[config.mk]
export PLATFORM = sky130hd
export DESIGN_NAME = mmc1_serial_writer
export DESIGN_NICKNAME = d
export VERILOG_FILES = /design/src/rtl/mmc1_serial_writer.sv
export SDC_FILE = /design/constraint.sdc
export NUM_CORES = 1
export LEC_CHECK = 0
export CORE_MARGIN = 10
export CORE_UTILIZATION = 60
export DETAILED_ROUTE_END_ITERATION = 8
export DONT_BUFFER_PORTS = 1
export PLACE_DENSITY = 0.86
export SETUP_SLACK_MARGIN = 0.5
export SYNTH_ARGS = -nofsm -noshare
export SYNTH_HDL_FRONTEND = slang
export SYNTH_SLANG_ARGS = --single-unit
[constraint.sdc]
create_clock -name CLK -period 2.6 [get_ports CLK]
set_clock_uncertainty 0.1 [all_clocks]
set_input_delay 0.26 -clock CLK [delete_from_list [all_inputs] [get_ports CLK]]
set_output_delay 0.26 -clock CLK [all_outputs]
set_load 0.05 [all_outputs]
[src/rtl/mmc1_serial_writer.sv]
// MMC1 serial register writer: turns a 5-bit register load (or a shift-reset)
// into emulated 6502 write cycles on the cartridge bus, one bit per write.
module mmc1_serial_writer #(
    parameter int M2_DIV     = 4,
    parameter int GAP_CYCLES = 1
) (
    input  logic       CLK,
    input  logic       nRST,
    input  logic       cmd_valid,
    output logic       cmd_ready,
    input  logic [1:0] cmd_reg,
    input  logic [4:0] cmd_data,
    input  logic       cmd_reset,
    output logic       busy,
    output logic       done,
    output logic       CPU_M2,
    output logic       nCPU_ROMSEL,
    output logic       nCPU_RW,
    output logic       CPU_A13,
    output logic       CPU_A14,
    output logic       CPU_D0,
    output logic       CPU_D7,
    output logic       CPU_D_OE
);

    localparam int PH_W  = $clog2(2 * M2_DIV);
    localparam int GAP_W = (GAP_CYCLES > 1) ? $clog2(GAP_CYCLES) : 1;
    localparam logic [PH_W-1:0]  PH_LAST  = PH_W'(2 * M2_DIV - 1);
    localparam logic [PH_W-1:0]  PH_HALF  = PH_W'(M2_DIV);
    localparam logic [GAP_W-1:0] GAP_LAST = GAP_W'(GAP_CYCLES - 1);
    localparam logic [2:0]       NUM_BITS = 3'd5;

    typedef enum logic [1:0] {IDLE, WAIT, WRITE, GAP} state_t;

    state_t           state, state_next;
    logic [PH_W-1:0]  ph, ph_next;
    logic             bus_start, m2_next, wr_next, accept, more;
    logic [1:0]       reg_lat;
    logic [4:0]       data_sr;
    logic             reset_lat;
    logic [2:0]       bit_cnt;
    logic [GAP_W-1:0] gap_cnt;
    logic [1:0]       src_reg;
    logic             src_d0, src_reset;

    always_comb begin
        bus_start = (ph == PH_LAST);
        ph_next   = bus_start ? '0 : ph + 1'b1;
        m2_next   = (ph_next >= PH_HALF);
    end

    always_comb begin
        state_next = state;
        accept     = 1'b0;
        more       = !reset_lat && (bit_cnt != NUM_BITS);
        case (state)
            IDLE: begin
                if (cmd_valid && cmd_ready) begin
                    accept     = 1'b1;
                    state_next = bus_start ? WRITE : WAIT;
                end
            end
            WAIT:  if (bus_start) state_next = WRITE;
            WRITE: if (bus_start) state_next = GAP;
            GAP: begin
                if (bus_start && gap_cnt == GAP_LAST)
                    state_next = more ? WRITE : IDLE;
            end
            default: state_next = IDLE;
        endcase
        wr_next = (state_next == WRITE);
        // Accept on the last phase goes straight to WRITE, so the bus must
        // be loaded from the command inputs before they are latched.
        if (accept) begin
            src_reg   = cmd_reg;
            src_d0    = cmd_data[0];
            src_reset = cmd_reset;
        end else begin
            src_reg   = reg_lat;
            src_d0    = data_sr[0];
            src_reset = reset_lat;
        end
    end

    always_ff @(posedge CLK or negedge nRST) begin
        if (!nRST) state <= IDLE;
        else       state <= state_next;
    end

    always_ff @(posedge CLK or negedge nRST) begin
        if (!nRST) begin
            ph        <= '0;
            reg_lat   <= '0;
            data_sr   <= '0;
            reset_lat <= 1'b0;
            bit_cnt   <= '0;
            gap_cnt   <= '0;
        end else begin
            ph <= ph_next;
            if (accept) begin
                reg_lat   <= cmd_reg;
                data_sr   <= cmd_data;
                reset_lat <= cmd_reset;
                bit_cnt   <= '0;
            end
            if (state == WRITE && bus_start) begin
                data_sr <= {1'b0, data_sr[4:1]};
                bit_cnt <= bit_cnt + 1'b1;
                gap_cnt <= '0;
            end else if (state == GAP && bus_start) begin
                gap_cnt <= gap_cnt + 1'b1;
            end
        end
    end

    // Outputs are registered from next-state values so they line up with state.
    always_ff @(posedge CLK or negedge nRST) begin
        if (!nRST) begin
            CPU_M2      <= 1'b0;
            nCPU_ROMSEL <= 1'b1;
            nCPU_RW     <= 1'b1;
            CPU_D_OE    <= 1'b0;
            CPU_A13     <= 1'b0;
            CPU_A14     <= 1'b0;
            CPU_D0      <= 1'b0;
            CPU_D7      <= 1'b0;
            busy        <= 1'b0;
            done        <= 1'b0;
            cmd_ready   <= 1'b1;
        end else begin
            CPU_M2      <= m2_next;
            nCPU_ROMSEL <= !(wr_next && m2_next);
            nCPU_RW     <= !wr_next;
            CPU_D_OE    <= wr_next;
            if (wr_next && state != WRITE) begin
                {CPU_A14, CPU_A13} <= src_reset ? 2'b00 : src_reg;
                CPU_D0             <= src_d0 && !src_reset;
                CPU_D7             <= src_reset;
            end
            busy      <= (state_next != IDLE);
            cmd_ready <= (state_next == IDLE);
            done      <= (state_next == IDLE) && (state != IDLE);
        end
    end

endmodule
### Word-level counts from Yosys, hierarchy flattened

Cells that the tools add are included.

| storage, ports and cells | value |
|---|---|
| flip-flop bits (word level) | 28 |
| bits in latches | 0 |
| memory bits (writable) | 0 |
| bits in read-only memories | 0 |
| input bits | 11 |
| output and inout port bits | 11 |
| memories kept | 0 |

| cells by class | value |
|---|---|
| add/subtract/negate cells | 3 |
| multipliers | 0 |
| divide/modulo/power cells | 0 |
| order comparisons | 1 |
| eq/ne operators | 7 |
| shift-type cells | 0 |
| multiplexer cells | 20 |
| bitwise logic cells | 1 |
| reduce and logical (&&, ||, !) cells | 19 |

Operator list:

| cell | count |
|---|---|
| 2-to-1 mux 2 bit | 8 |
| 2-to-1 mux 5 bit | 2 |
| logical AND 1 bit | 9 |
| 2-to-1 mux 3 bit | 3 |
| case mux 2 bit (4 select lines) | 1 |
| nonzero test 2 bit | 4 |
| adder 3 x 1 -> 3 bit (second input constant) | 2 |
| == test 2 bit (second input constant) | 3 |
| 2-to-1 mux 1 bit | 6 |
| logical NOT 1 bit | 4 |
| logical NOT 2 bit | 2 |
| == test 3 bit (second input constant) | 1 |
| >= comparator 3 bit (second input constant) | 1 |
| != test 3 bit (second input constant) | 1 |
| == test 2 x 1 -> 1 bit (second input constant) | 1 |
| != test 2 bit (second input constant) | 1 |
| adder 1 bit (second input constant) | 1 |
| NOT 1 bit | 1 |

### Longest topological paths before layout

Gate-level depths: netlist of run 1.

| logic depth | value |
|---|---|
| word-level depth | 8 |
| depth in mapped cells | 6 |
| gate-level depth less buffers | 6 |

### Worst setup path after synthesis of run 1

Ideal clock, no wire load.

| timing | value |
|---|---|
| path kind | reg2reg |
| start | register ph[2] |
| end | register CPU_A13 |
| library setup time | 0.125 ns |
| arrival time | 2.173 ns |
| data required time | 2.375 ns |
| setup slack | 0.202 ns |
| cell stages (with the launch flop) | 6 |
| buffers on the path | 0 |
| cells stage by stage | dfrtp_1 -> ha_1 -> and4b_1 -> o22ai_2 -> or4b_4 -> mux2_4 |

| between the ends | value |
|---|---|
| word-level cells in the longest chain between the ends | 6 |
| elaborated cells on any way between the ends | 10 |

Ends and longest elaborated chain:

| what | RTL line | source |
|---|---|---|
| from (decl) | 36 | `logic [PH_W-1:0] ph, ph_next;` |
| from (signal assigned) | 99 | `ph <= ph_next;` |
| == test 3 bit * | 47 | `bus_start = (ph == PH_LAST);` |
| 2-to-1 mux 2 bit / logical AND 1 bit (equally long branches) | 60, 66 |  |
| 2-to-1 mux 2 bit, on equally long branches | 58, 66 |  |
| case mux 2 bit (4 select lines) * | 56 | `case (state)` |
| net state_next[0] | 35 | `state_t state, state_next;` |
| == test 2 bit * | 71 | `wr_next = (state_next == WRITE);` |
| logical AND 1 bit * | 135 | `if (wr_next && state != WRITE) begin` |
| to (signal assigned) | 136 | `{CPU_A14, CPU_A13} <= src_reset ? 2'b00 : src_reg;` |
| to (decl) | 19 | `output logic CPU_A13,` |

The timed path passes the listed nets; every way through them passes the cells marked *.
A chain may end at the register's enable or synchronous reset.

### Worst setup path after layout of run 1

| timing | value |
|---|---|
| start | register ph[2] |
| end | register CPU_D0 |

| between the ends | value |
|---|---|
| word-level cells in the longest chain between the ends | 6 |
| elaborated cells on any way between the ends | 10 |

Ends and longest elaborated chain:

| what | RTL line | source |
|---|---|---|
| == test 3 bit * | 47 |  |
| 2-to-1 mux 2 bit / logical AND 1 bit (equally long branches) | 60, 66 |  |
| 2-to-1 mux 2 bit, on equally long branches | 58, 66 |  |
| case mux 2 bit (4 select lines) * | 56 |  |
| net state_next[0] | 35 |  |
| == test 2 bit * | 71 |  |
| logical AND 1 bit * | 135 |  |
| to (signal assigned) | 137 | `CPU_D0 <= src_d0 && !src_reset;` |
| to (decl) | 21 | `output logic CPU_D0,` |

Marks and branches as above.

==> impl_results.md, run 1 <==
- Asr flop ratio synth: 100%
- Hold Crit Depth: 2
- Final core occ: around three quarters
- Hold path startpoint: cmd_data[2]
- Tightest Pin Transition: 500 ps
- NetSw: 130 uW
- Crit-path cells: ha_4, mux2i_1, o22ai_2, or4b_4, mux2_4
- IO Count: 22
- Area of the multi-input gates: about 500 sq um
- Power per cell area: 456 nW/um^2
- Synth Instances: 95
- Starting Density: 65.3%
- Worst EP required: 2730 ps
- CTS tree: built
- Critical path origin: ph[2]
- Dpl hpwl: 1770 um
- Relative max-transition margin: between 60% and 70%
- Gpl congestion: 0.748
- Maximum clock frequency: 451 MHz
- Crit path largest cell delay: roughly 600 ps
- Drt total wl: 2460 um
- Syn_nets: 111
- Post-CTS resize count: 0
- Reg power frac: just under 70%
- Crit. End Element: flop
- Nets: between 100 and 150
- Wire length per cell: 18.8 um
- Fin crit share: 85.2%
- Vias in the first global route: 848
- HP Class: primary input to flop
- Synth warnings: 0
- Minimum clock period: ~2200 ps
- Layout cell share with drive strength beyond 1: between 20% and 30%
- Max H-tree Level: 1
- Post-DR vias/cell: 5.60
- Flip-flop and latch area: 681 sq um
- R2R Path Start: ph[2]
- Post-synthesis average cell area: 12.4 sq um
- Height of the die: 64.3 um
- Area grow syn2layout: 14.7%
- Combinational share of power: 2.6%
- CTS Buffer Depth: 2
- Routed Antenna Nets: 0
- Chip width: around 64 um
- CP Launch Type: flop
- Setup TNS: 0 ps
- Port-buffer cells: 0
- DRC Markers: 0
- Hold Vio Cnt, Final: 0
- RSZ-0062 raised after global routing: yes
- First-pass GRT wire length: 4090 um
- Root Driver: clkbuf_4
- Via count: 734
- Reg clk slew, reported paths: 140 ps
- Slew Limit Fails: 0
- Core Area: 1800 sq um
- Drt pass-1 iters: 4
- Max FO, Critical Path: 4
- Synth Flop Type: dfrtp_1
- Grt ovf: 0
- Kind of critical path: flop to flop
- Largest net degree at the start of global routing: 28
- Cell Area, Placed: 1230 sq um
- Number of enable flip-flop cells after synthesis: 0
- Cell Area, Synth: 1180 sq um
- Sequential area share after synthesis: between 50% and 60%
- DIE AREA: 4130 sq um
- Clock buffer count from CTS: 3
- Final setup vio count: 0
- Starting DRT DRC Count: 52
- Switching share of total power: 21.2%
- Pint: 485 uW
- Ant. Diodes: 0
- Yosys cell types: 26
- Status: finished, final reports clean
- Fillers: 133
- # Max-Cap Violations: 0
- Clock latency on the worst-skew pair: 320 ps
- Post-synthesis register bit count: 27
- Worst Reg-to-Reg Cells: 5
- Slowest CP cell: dfrtp_2
- Gr usage total: 12.3%
- CP arrival: 2350 ps
- Clk pwr share: between 20% and 30%
- Leak Pwr: 0.649 nW
- Rows: 15
- Initial antenna violation count: 0
- Finished Cell Area: 1350 sq um
- Maximum VDD drop: 416 uV
- Clock Sinks: 27
-- final timing paths --
check	to	slack, ps
worst max-delay path	CPU_D0	380
worst min-delay path	data_sr[2]	20
worst max register to register	CPU_D0	380
worst min register to register	ph[0]	400
max in group asynchronous	nCPU_ROMSEL	1920
min in group asynchronous	bit_cnt[1]	250
-- worst max-delay path: cells and delay by family (launching register included) --
kind / cells / cell delay [ps]
multiplexers: 2 / 560
adder cells (fa/ha/maj): 1 / 200
flip-flops: 1 / 600
AND/OR/NAND/NOR: 1 / 550
AO/OA/AOI/OAI: 1 / 110
-- per-stage QoR --
step | hold slack [ps] | power, mW | instances | setup WS (ps)
4_1_cts | 12.5 | 0.619 | 131 | 389
3_3_place_gp | -135 | 0.428 | 118 | 402
6_report | 19.9 | 0.616 | 131 | 384
3_5_place_dp | -135 | 0.428 | 118 | 341
5_1_grt | 14.7 | 0.635 | 131 | 353
2_1_floorplan | -136 | 0.428 | 95 | 442
-- registers in the layout (all words and copies together), names as in the netlist --
signal	flops
data_sr	5
bit_cnt	3
ph	3
reg_lat	2
state	2
CPU_A13	1
CPU_A14	1
CPU_D0	1
CPU_D7	1
CPU_D_OE	1
busy	1
cmd_ready	1
done	1
gap_cnt	1
nCPU_ROMSEL	1
nCPU_RW	1
reset_lat	1
-- layout by cell type, fill, tap and decap left out, types with 4 or more instances in the layout --
master	instances
dfrtp_1	23
nor2_1	12
nand2_1	7
buf_4	5
mux2i_1	4
a21oi_1	4
o22ai_1	4
o21ai_0	4
mux2_4	4
dlygate4sd3_1	4
-- repair_timing --
action / CTS / global route
pin swaps: 2 / 0
endpoints found under the setup margin: 4 / 4
endpoints found under the hold margin: 30 / 0
hold buffers: 5 / 0
buffers inserted: 4 / 0
-- logic make-up (layout without fill, tap and decap cells) --
kind of cell | Yosys count | count (layout) | share of synthesized area (%)
simple gates | 31 | 31 | 14.1
compound gates | 15 | 15 | 7.97
flops | 27 | 27 | 57.7
fa+ha+maj | 5 | 5 | 5.31
buf+inv | 6 | 17 | 3.51
mux | 11 | 11 | 11.4
-- power groups by stage --
stage	logic, mW	clock network [mW]	registers, mW
floorplan	0.0000972	0	0.428
detailed placement	0.0000971	0	0.428
CTS	0.0167	0.182	0.420
finish	0.0161	0.179	0.420
global placement	0.0000971	0	0.428
global route	0.0180	0.197	0.420
-- cell usage after synthesis, types with 2 or more instances --
| cell type | count | area share [%] |
|---|---|---|
| nand2_1 | 7 | 2.2 |
| nand3_1 | 2 | 0.85 |
| inv_1 | 3 | 0.96 |
| nor2b_1 | 3 | 1.6 |
| mux2i_1 | 4 | 3.4 |
| dfrtp_1 | 24 | 51 |
| dfstp_2 | 3 | 6.7 |
| nor2_1 | 12 | 3.8 |
| buf_6 | 2 | 1.9 |
| o22ai_1 | 4 | 2.1 |
| o21ai_0 | 4 | 1.7 |
| a21oi_1 | 4 | 1.7 |
| mux2_4 | 4 | 5.1 |
| ha_1 | 5 | 5.3 |
| mux2_2 | 3 | 2.9 |
-- layer usage --
metal	vias up	track usage, %	routed length (um)
met5	-	0	0
met4	0	3.74	21
met3	4	4.18	112
met2	12	22.9	1340
met1	368	12.4	989
li1	350	-	-
-- final cells by class --
class / count / share of cell area [%]
multi-input combinational: 62 / 37.2
inverter: 3 / 0.834
sequential: 27 / 50.4
tap: 25 / 2.32
timing repair buffer: 10 / 7.23
clock inverter: 1 / 0.371
clock buffer: 3 / 1.67
No activity file was read; power rests on OpenSTA's default activity.
==> inputs of run 2 (changes only) <==
CTS_BUF_LIST = sky130_fd_sc_hd__clkbuf_16   (was unset)
==> run 2 against run 1 <==
  * Flip-flop and latch count did not move
  * Global-route usage up 0.44 points
  * Die area did not move
  * Sequential share of layout area is 1.2 points lower
  * Final cell count shrank 3.1%
  * Clock power increased by 94%
  * Largest cell class unchanged
==> impl_results.md, run 2 (synthesized netlist as in run 1, its figures left out) <==
- Port-buffer cells: 0 (unchanged)
- Grt ovf: 0 (unchanged)
- Largest net degree at the start of global routing: 28 (unchanged)
- RSZ-0062 raised after global routing: yes
- Worst path top cell family by delay: simple AND/OR/NAND/NOR gates
- Hold path startpoint: cmd_data[4]
- Clock buffer count from CTS: 3 (unchanged)
- Final setup vio count: 0 (unchanged)
- Vias in the first global route: 800 (-5.7%)
- Cell Count, Final, Fillers Out: 127 (-3.1%)
- Setup TNS: 0 ps (unchanged)
- HP Class: primary input to flop
- Status: finished, final reports clean
- Post-place setup slack: 341 ps (unchanged)
- R2R Path Start: ph[2]
- Tot Pwr: 781 uW (+27%)
- Post-DR vias/cell: 5.88 (+5.0%)
- DRC Markers: 0 (unchanged)
- Relative max-transition margin: 66.3% (-0.34 points)
- Height of the die: 64.3 um (unchanged)
- Crit. End Element: flop
- Crit-path cells: ha_4, and4b_2, nor2b_4, or4b_4, mux2_4
- Gpl congestion: 0.748 (unchanged)
- Tightest Pin Transition: 506 ps (+5.08 ps)
- Finished Cell Area: 1390 sq um (+2.9%)
- Routed Antenna Nets: 0 (unchanged)
- CTS Buffer Depth: 2 (unchanged)
- Kind of critical path: flop to flop
- Dpl hpwl: 1770 um (unchanged)
- IO Count: 22 (unchanged)
- Gr usage total: 12.7% (+0.44 points)
- Max reg flops: 5 (unchanged)
- First-pass GRT wire length: 4090 um (unchanged)
- Hold Vio Cnt, Final: 0 (unchanged)
- CTS tree: built
- Maximum clock frequency: 447 MHz (-0.93%)
- Via count: 747 (+1.8%)
- Minimum clock period: 2240 ps (+20.7 ps)
- Maximum VDD drop: 361 uV (-13%)
- # Max-Cap Violations: 0 (unchanged)
- PnR worst setup slack: 363 ps (-20.7 ps)
- Slew Limit Fails: 0 (unchanged)
- Crit path largest cell delay: 580 ps (-20 ps)
- Top Registers: data_sr: 5 flops, bit_cnt: 3 flops, ph: 3 flops
- Layout cell share with drive strength beyond 1: 28.4% (+2.0 points)
- Slowest CP cell: dfrtp_4
- Drt total wl: 2630 um (+6.7%)
- Nets: 119 (-3.3%)
- Critical path depth: 5 (unchanged)
- Drt pass-1 iters: 4 (unchanged)
- Power per cell area: 562 nW/um^2 (+23%)
- Root Driver: clkbuf_16
- Clock latency on the worst-skew pair: 260 ps (-60 ps)
- WHS Endpoint: data_sr[4]
- Rows: 15 (unchanged)
- Core Area: 1800 sq um (unchanged)
- CP arrival: 2290 ps (-60 ps)
- DIE AREA: 4130 sq um (unchanged)
- Starting DRT DRC Count: 55 (+5.8%)
- Initial antenna violation count: 0 (unchanged)
- Reg clk slew, reported paths: 70 ps (-70 ps)
- Ant. Diodes: 0 (unchanged)
- Worst Reg-to-Reg Cells: 5 (unchanged)
- Reg with most FFs: data_sr
- Area grow syn2layout: 18.0%
- Flop-to-flop setup slack: 360 ps (-20 ps)
- Worst path buffer plus inverter count: 0 (unchanged)
- Wire length per cell: 20.7 um (+10%)
- Hold Crit Depth: 2 (unchanged)
- Clock Sinks: 27 (unchanged)
- Worst EP required: 2650 ps (-80 ps)
- Placed cell count: 118 (unchanged)
- Fin crit share: 86.0% (+0.80 points)
- Reg2reg end: CPU_D0
- Leak Pwr: 0.659 nW (+1.6%)
- Cell Area, Placed: 1230 sq um (unchanged)
- Commonest non-fill, non-tap cell in the layout: dfrtp_1
- Max H-tree Level: 1 (unchanged)
- CP Launch Type: flop
- Starting Density: 65.3% (unchanged)
- Chip width: 64.3 um (unchanged)
- Max FO, Critical Path: 4 (unchanged)
- Most frequent cells in the layout: dfrtp_1 (23), nor2_1 (12), nand2_1 (7)
[run 2: cell count changes in the layout (fill, tap and decap cells not counted), sizes merged]
| cell | delta |
|---|---|
| dlygate4sd3 | -3 |
| buf | -1 |
[run 2: per-layer routing]
layer | up-vias | routed length (um) | global-route usage, %
met4 | 0 | 34 | 4.81
li1 | 344 | - | -
met2 | 24 | 1420 | 22.5
met1 | 373 | 1020 | 13.2
met3 | 6 | 154 | 4.88
met5 | - | 0 | 0
[run 2: final cells by class]
cell class,count,area [sq um]
clock buffers,3,75.1
inverters,3,11.3
multi-input cells,62,523
repair buffers,6,60.1
well taps,25,31.3
clock inverters,1,5.00
fillers,124,413
flip-flops and latches,27,683
[run 2: worst max path at each step]
stage / startpoint / to / slack [ps]
floorplan: ph[2] / CPU_A13 / 440
global placement: ph[2] / CPU_A14 / 400
detailed placement: ph[2] / CPU_D0 / 340
CTS: ph[2] / CPU_D0 / 360
global route: ph[2] / CPU_D0 / 330
finish: ph[2] / CPU_D0 / 360
[run 2: per-stage QoR]
stage | hold WS [ps] | utilization, %
floorplan | -136 | -
global placement | -135 | 68.4
detailed placement | -135 | 68.4
CTS | 41.7 | 75.3
global route | 53.2 | 77.1
finish | 43.6 | 77.1
[run 2: power breakdown]
group / internal (mW) / leakage [nW] / switching (mW)
sequential: 0.420 / 0.340 / 0
combinational: 0.00417 / 0.278 / 0.00849
clock: 0.208 / 0.0409 / 0.140
total: 0.632 / 0.659 / 0.149
[run 2: repair_timing]
item | CTS | global route
endpoints found under the hold margin | 27 | 0
gates cloned | 0 | 0
pin swaps | 2 | 3
hold buffers | 2 | 0
buffers inserted | 2 | 1
resized for setup | 0 | 5
endpoints found under the setup margin | 4 | 4
